[src/rtl/bcd_counter_n.sv]
// bcd_counter_n
//   Multi-digit BCD up/down counter for the timer datapath. DIGITS decade
//   stages are chained with a combinational borrow/carry, so a full
//   multi-digit step resolves within one clock.
//
//   Optional feature: define BCD_CNT_AUTORELOAD_EN to add a reload register.
//   The register captures the sanitised load value. With WRAP=1, a terminal
//   event restores count from the reload register instead of wrapping to
//   all 9s or all 0s.
//
// Parameters
//   DIGITS : number of BCD decades (1..8)
//   WRAP   : 1 = wrap at terminal value, 0 = hold at terminal value
//
// Ports
//   clk    in   sole clock, rising edge
//   clear  in   synchronous active-high reset, highest priority
//   load   in   parallel load of `in` (nibbles > 9 forced to 9)
//   en     in   count enable
//   up_dn  in   1 = count up, 0 = count down
//   in     in   BCD load value, digit 0 in in[3:0]
//   count  out  registered BCD count
//   zero   out  combinational, count is all zeros
//   tc     out  combinational, en & count at terminal for current direction
//   done   out  registered sticky terminal-event flag
module bcd_counter_n #(
  parameter int DIGITS = 2,
  parameter int WRAP   = 1
) (
  input  logic                  clk,
  input  logic                  clear,
  input  logic                  load,
  input  logic                  en,
  input  logic                  up_dn,
  input  logic [4*DIGITS-1:0]   in,
  output logic [4*DIGITS-1:0]   count,
  output logic                  zero,
  output logic                  tc,
  output logic                  done
);

  localparam int W = 4 * DIGITS;

  // Force any non-BCD nibble to 9 so a digit never exceeds 9.
  function automatic logic [W-1:0] sanitise(input logic [W-1:0] v);
    logic [W-1:0] r;
    for (int k = 0; k < DIGITS; k++) begin
      r[4*k +: 4] = (v[4*k +: 4] > 4'd9) ? 4'd9 : v[4*k +: 4];
    end
    return r;
  endfunction

  function automatic logic [W-1:0] all_nines(input int unused_dummy);
    logic [W-1:0] r;
    r = '0;
    if (unused_dummy == 0) begin
      for (int k = 0; k < DIGITS; k++) r[4*k +: 4] = 4'd9;
    end
    return r;
  endfunction

  // One decimal step across all digits. The carry/borrow enters digit 0
  // and stops at the first digit that does not roll over.
  function automatic logic [W-1:0] bcd_step(input logic [W-1:0] v, input logic up);
    logic [W-1:0] r;
    logic         c;
    r = v;
    c = 1'b1;
    for (int k = 0; k < DIGITS; k++) begin
      if (c) begin
        if (up) begin
          if (v[4*k +: 4] == 4'd9) begin
            r[4*k +: 4] = 4'd0;
          end else begin
            r[4*k +: 4] = v[4*k +: 4] + 4'd1;
            c = 1'b0;
          end
        end else begin
          if (v[4*k +: 4] == 4'd0) begin
            r[4*k +: 4] = 4'd9;
          end else begin
            r[4*k +: 4] = v[4*k +: 4] - 4'd1;
            c = 1'b0;
          end
        end
      end
    end
    return r;
  endfunction

  localparam logic [W-1:0] NINES = all_nines(0);

  logic [W-1:0] count_q, count_d;
  logic         done_q, done_d;
  logic         at_term;
  logic [W-1:0] wrap_val;

`ifdef BCD_CNT_AUTORELOAD_EN
  logic [W-1:0] reload_q, reload_d;
  assign wrap_val = reload_q;
`else
  assign wrap_val = up_dn ? '0 : NINES;
`endif

  assign at_term = up_dn ? (count_q == NINES) : (count_q == '0);

  always_comb begin
    count_d = count_q;
    done_d  = done_q;
`ifdef BCD_CNT_AUTORELOAD_EN
    reload_d = reload_q;
`endif
    if (load) begin
      count_d = sanitise(in);
      done_d  = 1'b0;
`ifdef BCD_CNT_AUTORELOAD_EN
      reload_d = sanitise(in);
`endif
    end else if (en) begin
      if (at_term) begin
        done_d = 1'b1;
        // WRAP=0 leaves count at the terminal value, keeping tc asserted.
        if (WRAP != 0) count_d = wrap_val;
      end else begin
        count_d = bcd_step(count_q, up_dn);
      end
    end
  end

  always_ff @(posedge clk) begin
    if (clear) begin
      count_q <= '0;
      done_q  <= 1'b0;
`ifdef BCD_CNT_AUTORELOAD_EN
      reload_q <= '0;
`endif
    end else begin
      count_q <= count_d;
      done_q  <= done_d;
`ifdef BCD_CNT_AUTORELOAD_EN
      reload_q <= reload_d;
`endif
    end
  end

  assign count = count_q;
  assign done  = done_q;
  assign zero  = (count_q == '0);
  assign tc    = en & at_term;

endmodule

[config.mk]
export PLATFORM = sky130hd
export DESIGN_NAME = bcd_counter_n
export DESIGN_NICKNAME = d
export VERILOG_FILES = /design/src/rtl/bcd_counter_n.sv
export SDC_FILE = /design/constraint.sdc
export NUM_CORES = 1
export LEC_CHECK = 0
export CORE_MARGIN = 2
export CORE_UTILIZATION = 51
export DETAILED_ROUTE_END_ITERATION = 16
export PLACE_DENSITY = 0.84
export SETUP_SLACK_MARGIN = 0.05
export SLEW_MARGIN = 0
export SYNTH_ARGS = -nofsm -noshare
export SYNTH_HDL_FRONTEND = slang
export SYNTH_SLANG_ARGS = --single-unit
[constraint.sdc]
create_clock -name clk -period 3.75 [get_ports clk]
set_input_delay 0.375 -clock clk [delete_from_list [all_inputs] [get_ports clk]]
set_output_delay 0.375 -clock clk [all_outputs]
set_load 0.005 [all_outputs]
==> metrics.md, run 1 <==
| Metric | Value |
|---|---|
| Synth Area in Adders | 0% |
| Met1 usage | 32.9% |
| Crit start category | primary input |
| Worst hold path class | reg -> reg |
| Nets | 145 |
| Yosys cell types | 46 |
| Vias | 944 |
| Post-CTS Hold Buffers | 0 |
| Worst Tran Pin Value | 571 ps |
| WL/cell | 14.3 um |
| Die X | 45.6 um |
| Max Root-Sink Buffers | 2 |
| Setup_tns | 0 ps |
| Hold Vio Cnt, Final | 0 |
| CTS H-tree lvls | 1 |
| Starting density of the core | 52.7% |
| Initial antenna violation count | 0 |
| All-Layer GR Usage | 22.5% |
| CTS Root Cell | clkbuf_4 |
| Die H | 45.6 um |
| Fmax | 353 MHz |
| Post-Synth XOR/XNOR Area | 4.97% |
| Worst setup margin | 919 ps |
| VDD IR max | 0.000173 V |
| Max FO, Critical Path | 18 |
| Final wirelength | 2.12 mm |
| Run status | finished, final reports clean |
| Area grow syn2layout | 23.9% |
| Max cap viols | 0 |
| EDFF count, synth | 0 |
| CTS tree | yes |
| GPL Wtd Cong | 0.793 |
| FP Rows | 15 |
| Unrepaired setup endpoints after global routing | no |
| Main synth FF type | dfxtp_1 |
| Insertion delay to the later sink of the worst-skew pair | 270 ps |
| Synth Warn # | 0 |
| Drt pass-1 iters | 4 |
| Cts repair resizes | 0 |
| Reg2reg start | count[4]$_SDFFE_PP0P_ |
| Final setup viols | 0 |
| Async SR Flop Fraction | 0% |
| Area share of and/or/nand/nor cells after synthesis | 31.5% |
| Multiplexer share of the synthesized area | 0% |
| DR vias/cell | 6.38 |
| Critical path data required time | 3380 ps |
| Die area | 2080 um^2 |
| Element type at the critical path end | output pin |
| Cell Area, Placed | 1060 um^2 |
| Syn avg cell area | 7.66 um^2 |
| Fin crit share | 75.5% |
| Slew HR | 61.8% |
| PwrDens | 291 nW/um^2 |
| Final Power | 0.317 mW |
| Detailed placement HPWL | 1.53 mm |
| Clock Pin Slew Worst Setup and Hold Paths | 60 ps |
| Share of cells above drive strength 1 | 6.11% |
| First-pass GRT wire length | 3.39 mm |
| Residual DRC | 0 |
| Post-CTS setup buffer count | 0 |
| IO Pins | 24 |
| Iter 0 DRT Violations | 29 |
| Synth Register Bits | 9 |
| Worst Hold Depth | 1 |
| Fin area | 1090 um^2 |
| Seq/Total Area, Yosys | 20.5% |
| Leak | 0.386 nW |
| Dpl ws | 930 ps |
| Cells after synthesis | 115 |
| Synthesized area | 881 um^2 |
| Slew Viols, Final | 0 |
| Total CTS buffers | 3 |
| Met2 Use GR | 32.4% |
| WP data arrival | 2460 ps |
| Final clock skew | 5.66 ps |
| Filler cells | 144 |
| Hold Crit Start | done$_SDFFE_PP0P_ |
| Mapped Nets | 128 |
| Worst R2R Path Depth | 4 |
| Synth Area in Compound Gates | 33.7% |
| Pin count of the biggest net entering global routing | 19 |
| Clock sink count | 9 |
| Gr busiest metal | met1 |
| FF-to-FF End | count[2]$_SDFFE_PP0P_ |
| Reg-to-reg setup timing slack | 1950 ps |
| Met3 Usage GRT | 2.38% |
| Vias in the first global route | 755 |
| Port bufs | 23 |
| Min cycle time layout | 2830 ps |
| Post-detailed-route count of antenna-violating nets | 0 |
| Core area | 1670 um^2 |
| Final core utilization | 65.3% |
| Number of diodes | 0 |
| Global route overflow | 0 |
| Worst Setup Path Type | in -> out |
| Hold Path End | done$_SDFFE_PP0P_ |
| Largest family of logic cells by synthesized area | compound AO/OA/AOI/OAI gates |
registers in the layout, indices dropped and copies added, names as in the netlist:
register  flops
count         8
done          1
worst max path at each step:
stage	startpoint	to	slack, ps	depth (start not counted)
2_1_floorplan	count[6]$_SDFFE_PP0P_	count[2]$_SDFFE_PP0P_	2210	5
3_3_place_gp	up_dn	tc	1050	5
3_5_place_dp	up_dn	tc	930	5
4_1_cts	up_dn	tc	920	5
5_1_grt	up_dn	tc	750	5
6_report	up_dn	tc	920	5
through the flow:
stage	instances	hold WS [ps]
after floorplan	115	464
after global placement	144	450
after detailed placement	144	474
after CTS	148	495
after global routing	148	506
final	148	489
where the power goes:
part	internal [mW]	switching [mW]	total, mW	leakage [nW]
sequential	0.103	0.0222	0.126	0.0744
clock	0.0412	0.0397	0.0809	0.0150
combinational	0.0630	0.0477	0.111	0.296
synthesized netlist by cell type, types with 4 or more instances:
| library cell | n | share of area, % |
|---|---|---|
| nor2_1 | 10 | 4.3 |
| nand3_1 | 4 | 2.3 |
| xnor2_1 | 5 | 5.0 |
| nor3_1 | 4 | 2.3 |
| o21ai_0 | 6 | 3.4 |
| buf_4 | 4 | 3.4 |
| inv_1 | 4 | 1.7 |
| a21oi_1 | 9 | 5.1 |
| nand2_1 | 5 | 2.1 |
| dfxtp_1 | 9 | 20 |
area by class of cell:
cell class,count,area (um^2),area share (%)
flip-flops and latches,9,180,16.5
multi-input cells,91,618,56.7
well taps,17,21.3,1.95
inverters,4,15.0,1.38
repair buffers,23,230,21.1
clock buffers,4,26.3,2.41
layout by cell type, fill, tap and decap left out, types with 2 or more instances in the layout:
cell type / count
a221oi_1: 3
clkbuf_4: 3
nand3b_1: 3
a21oi_1: 9
and4_1: 2
o21ai_0: 6
nor3_1: 4
nand2_1: 5
dfxtp_1: 9
nor2b_1: 2
o221ai_1: 2
inv_1: 4
xnor2_1: 5
o21a_1: 3
a21boi_0: 2
nand3_1: 4
nor2_1: 10
or2_2: 2
nor4_1: 2
clkdlybuf4s50_1: 23
nand2b_1: 3
and3_1: 3
worst max-delay path, cell delays in order:
cell	delay (ps)
clkdlybuf4s50_1	680
nor4_1	460
and3_1	250
o21a_1	170
clkdlybuf4s50_1	510
metal layers:
| layer | share of wire [%] | wire length (um) |
|---|---|---|
| met2 | 47 | 1000 |
| met1 | 45 | 964 |
| met3 | 5.7 | 122 |
| met5 | 0 | 0 |
| met4 | 1.7 | 36 |
cell families (layout without fill, tap and decap cells):
family | after synthesis | count (layout)
simple gates | 48 | 48
compound gates | 38 | 38
buf+inv | 15 | 31
flops | 9 | 9
xor+xnor | 5 | 5
Power figures use the tool's default switching activity.
==> run 2, diff against run 1 <==
--- a/config.mk
+++ b/config.mk
@@ -6,9 +6,9 @@
 export NUM_CORES = 1
 export LEC_CHECK = 0
 export CORE_MARGIN = 2
-export CORE_UTILIZATION = 51
+export CORE_UTILIZATION = 47
 export DETAILED_ROUTE_END_ITERATION = 16
-export PLACE_DENSITY = 0.84
+export PLACE_DENSITY = 0.78
 export SETUP_SLACK_MARGIN = 0.05
 export SLEW_MARGIN = 0
 export SYNTH_ARGS = -nofsm -noshare
==> constraint.sdc (replaced) <==
create_clock -name clk -period 2.7 [get_ports clk]
set_input_delay 0.27 -clock clk [delete_from_list [all_inputs] [get_ports clk]]
set_output_delay 0.27 -clock clk [all_outputs]
set_load 0.005 [all_outputs]
==> run 2 against run 1 <==
  * Critical path type unchanged
  * Via count is the same
  * Final cell count up 6.8%
  * Final area is 2.3% higher
  * Clock power increased by 27%
  * Largest power group unchanged
  * Sequential power grew 35%
  * Die area rose by 7.7%
==> metrics.md, run 2 (synthesis results as in run 1) <==
| Metric | Value |
|---|---|
| Slew Viols, Final | 0 (unchanged) |
| Iter 0 DRT Violations | 20 (-31%) |
| Global route overflow | 0 (unchanged) |
| Crit path from | up_dn |
| Reg2reg start | count[6]$_SDFFE_PP0P_ |
| Total CTS buffers | 3 (unchanged) |
| Insertion delay to the later sink of the worst-skew pair | 260 ps (about the same) |
| Worst R2R Path Depth | 4 (unchanged) |
| IO Pins | 24 (unchanged) |
| VDD IR max | 0.000317 V (+83%) |
| Clock sink count | 9 (unchanged) |
| Worst Hold Depth | 1 (unchanged) |
| CP bufs+invs | 2 (unchanged) |
| Max reg flops | 8 (unchanged) |
| Unrepaired setup endpoints after global routing | no |
| Pin count of the biggest net entering global routing | 17 (-2) |
| Commonest non-fill, non-tap cell in the layout | clkdlybuf4s50_1 |
| Area grow syn2layout | 26.7% |
| CTS tree | yes |
| Critical path data required time | 2430 ps (-950 ps) |
| CTS Root Cell | clkbuf_4 |
| Run status | finished, final reports clean |
| Largest stage delay on the critical path | 530 ps (-150 ps) |
| Hold Vio Cnt, Final | 0 (unchanged) |
| Vias | 944 (unchanged) |
| Clock group share of total power | 23.7% (-1.8 points) |
| Residual DRC | 0 (unchanged) |
| Setup_tns | 0 ps (unchanged) |
| Combinational cell fraction of total power | 37.2% (+2.3 points) |
| Worst Setup Path Type | in -> out |
| Sw Share | 33.2% (-1.3 points) |
| Port bufs | 23 (unchanged) |
| Hold Crit Start | done$_SDFFE_PP0P_ |
| Post-CTS Hold Buffers | 0 (unchanged) |
| Slew HR | 62.3% (+0.47 points) |
| Reg-to-reg setup timing slack | 930 ps (-1020 ps) |
| Finished Layout Cells | 158 (+6.8%) |
| All-Layer GR Usage | 22.5% (+0.057 points) |
| First-pass GRT wire length | 3.62 mm (+6.5%) |
| Nets | 147 (+1.4%) |
| Initial antenna violation count | 0 (unchanged) |
| Cts repair resizes | 0 (unchanged) |
| Worst hold path class | reg -> reg |
| FF-to-FF End | count[2]$_SDFFE_PP0P_ |
| WP data arrival | 2080 ps (-380 ps) |
| Post-CTS setup buffer count | 0 (unchanged) |
| Most frequent cells in the layout | clkdlybuf4s50_1, nor2_1, a21oi_1, dfxtp_1, o21ai_0 |
| Die H | 47.3 um (+3.8%) |
| Core area | 1750 um^2 (+4.5%) |
| Seq pwr share | 39.1% (-0.5 points) |
| Min cycle time layout | 2350 ps |
| Crit path max-delay family | buffers and inverters |
| Max cap viols | 0 (unchanged) |
| Worst Tran Pin Value | 564 ps (-6.27 ps) |
| WL/cell | 13.7 um (-4.3%) |
| Crit-path slowest cell | clkdlybuf4s50_1 |
| Inst Count DP | 154 (+6.9%) |
| Fin crit share | 87.2% |
| Filler cells | 172 (+19%) |
| Cell breakdown of the critical path | clkdlybuf4s50_1, nor4_1, and3_1, o21a_1, clkdlybuf4s50_1 |
| Final wirelength | 2.17 mm (+2.1%) |
| Number of diodes | 0 (unchanged) |
| Share of cells above drive strength 1 | 7.52% (+1.4 points) |
| Crit start category | primary input |
| Detailed placement HPWL | 1.60 mm (+4.1%) |
| Internal power | 0.291 mW (+40%) |
| Max Root-Sink Buffers | 2 (unchanged) |
| CTS H-tree lvls | 1 (unchanged) |
| Die X | 47.3 um (+3.8%) |
| Die area | 2240 um^2 (+7.7%) |
| Max FO, Critical Path | 9 (-9) |
| Starting density of the core | 50.5% (-2.3 points) |
| Post-detailed-route count of antenna-violating nets | 0 (unchanged) |
| Final setup viols | 0 (unchanged) |
| FP Rows | 15 (unchanged) |
| Fmax | 425 MHz |
| GPL Wtd Cong | 0.813 (+2.5%) |
| DR vias/cell | 5.97 (-6.3%) |
| Most used cell, CP | clkdlybuf4s50_1 |
| Element type at the critical path end | output pin |
| Vias in the first global route | 794 (+5.2%) |
| Final clock skew | 2.87 ps (-2.79 ps) |
| Leak | 0.396 nW (+2.6%) |
| P_sw | 0.145 mW (+32%) |
| Clock Pin Slew Worst Setup and Hold Paths | 60 ps (about the same) |
| Hold Path End | done$_SDFFE_PP0P_ |
| Drt pass-1 iters | 4 (unchanged) |
| PwrDens | 390 nW/um^2 (+34%) |
-- run 2: changes by cell type in the layout (fill, tap and decap cells not counted), sizes merged --
cell,change
buf,+2
-- run 2: cell type report --
type | instances | area [um^2] | share of cell area [%]
Clock buffer | 4 | 26.3 | 2.35
Sequential cell | 9 | 180 | 16.1
Timing Repair Buffer | 25 | 245 | 22.0
Multi-Input combinational cell | 91 | 618 | 55.4
Inverter | 4 | 15.0 | 1.35
Tap cell | 25 | 31.3 | 2.80
-- run 2: power groups by stage --
stage | clock network (mW) | registers [mW] | logic (mW)
floorplan | 0 | 0.156 | 0.120
CTS | 0.107 | 0.170 | 0.162
detailed placement | 0 | 0.173 | 0.161
global placement | 0 | 0.173 | 0.158
finish | 0.103 | 0.170 | 0.162
global route | 0.114 | 0.173 | 0.179
-- run 2: worst max path at each step --
| stage | to | slack, ps | cells after the start |
|---|---|---|---|
| 4_1_cts | tc | 360 | 5 |
| 6_report | tc | 350 | 5 |
| 2_1_floorplan | count[2]$_SDFFE_PP0P_ | 1160 | 5 |
| 5_1_grt | tc | 220 | 5 |
| 3_3_place_gp | tc | 400 | 5 |
| 3_5_place_dp | tc | 380 | 5 |
-- run 2: metal layers --
metal	GRT usage [%]	vias up	share of wire, %
met2	33.2	20	45
met1	33.0	449	50
li1	-	471	-
met5	0	-	0
met3	2.31	4	3.1
met4	9.44	0	1.4
-- run 2: stage by stage --
stage | hold slack, ps | total power [mW] | area, um^2 | utilization [%] | setup WS [ps]
after floorplan | 415 | 0.276 | 881 | - | 1160
after global placement | 449 | 0.330 | 1090 | 62.4 | 402
after detailed placement | 462 | 0.334 | 1090 | 62.4 | 380
after CTS | 482 | 0.439 | 1120 | 63.9 | 364
after global routing | 517 | 0.467 | 1120 | 63.9 | 222
final | 478 | 0.436 | 1120 | 63.9 | 346
-- run 2: worst reg2reg max path, stage by stage (launching register included) --
cell and delay [ps]:
dfxtp_1 540, and2b_1 250, and4_1 190, or3_4 360, a2111oi_4 340
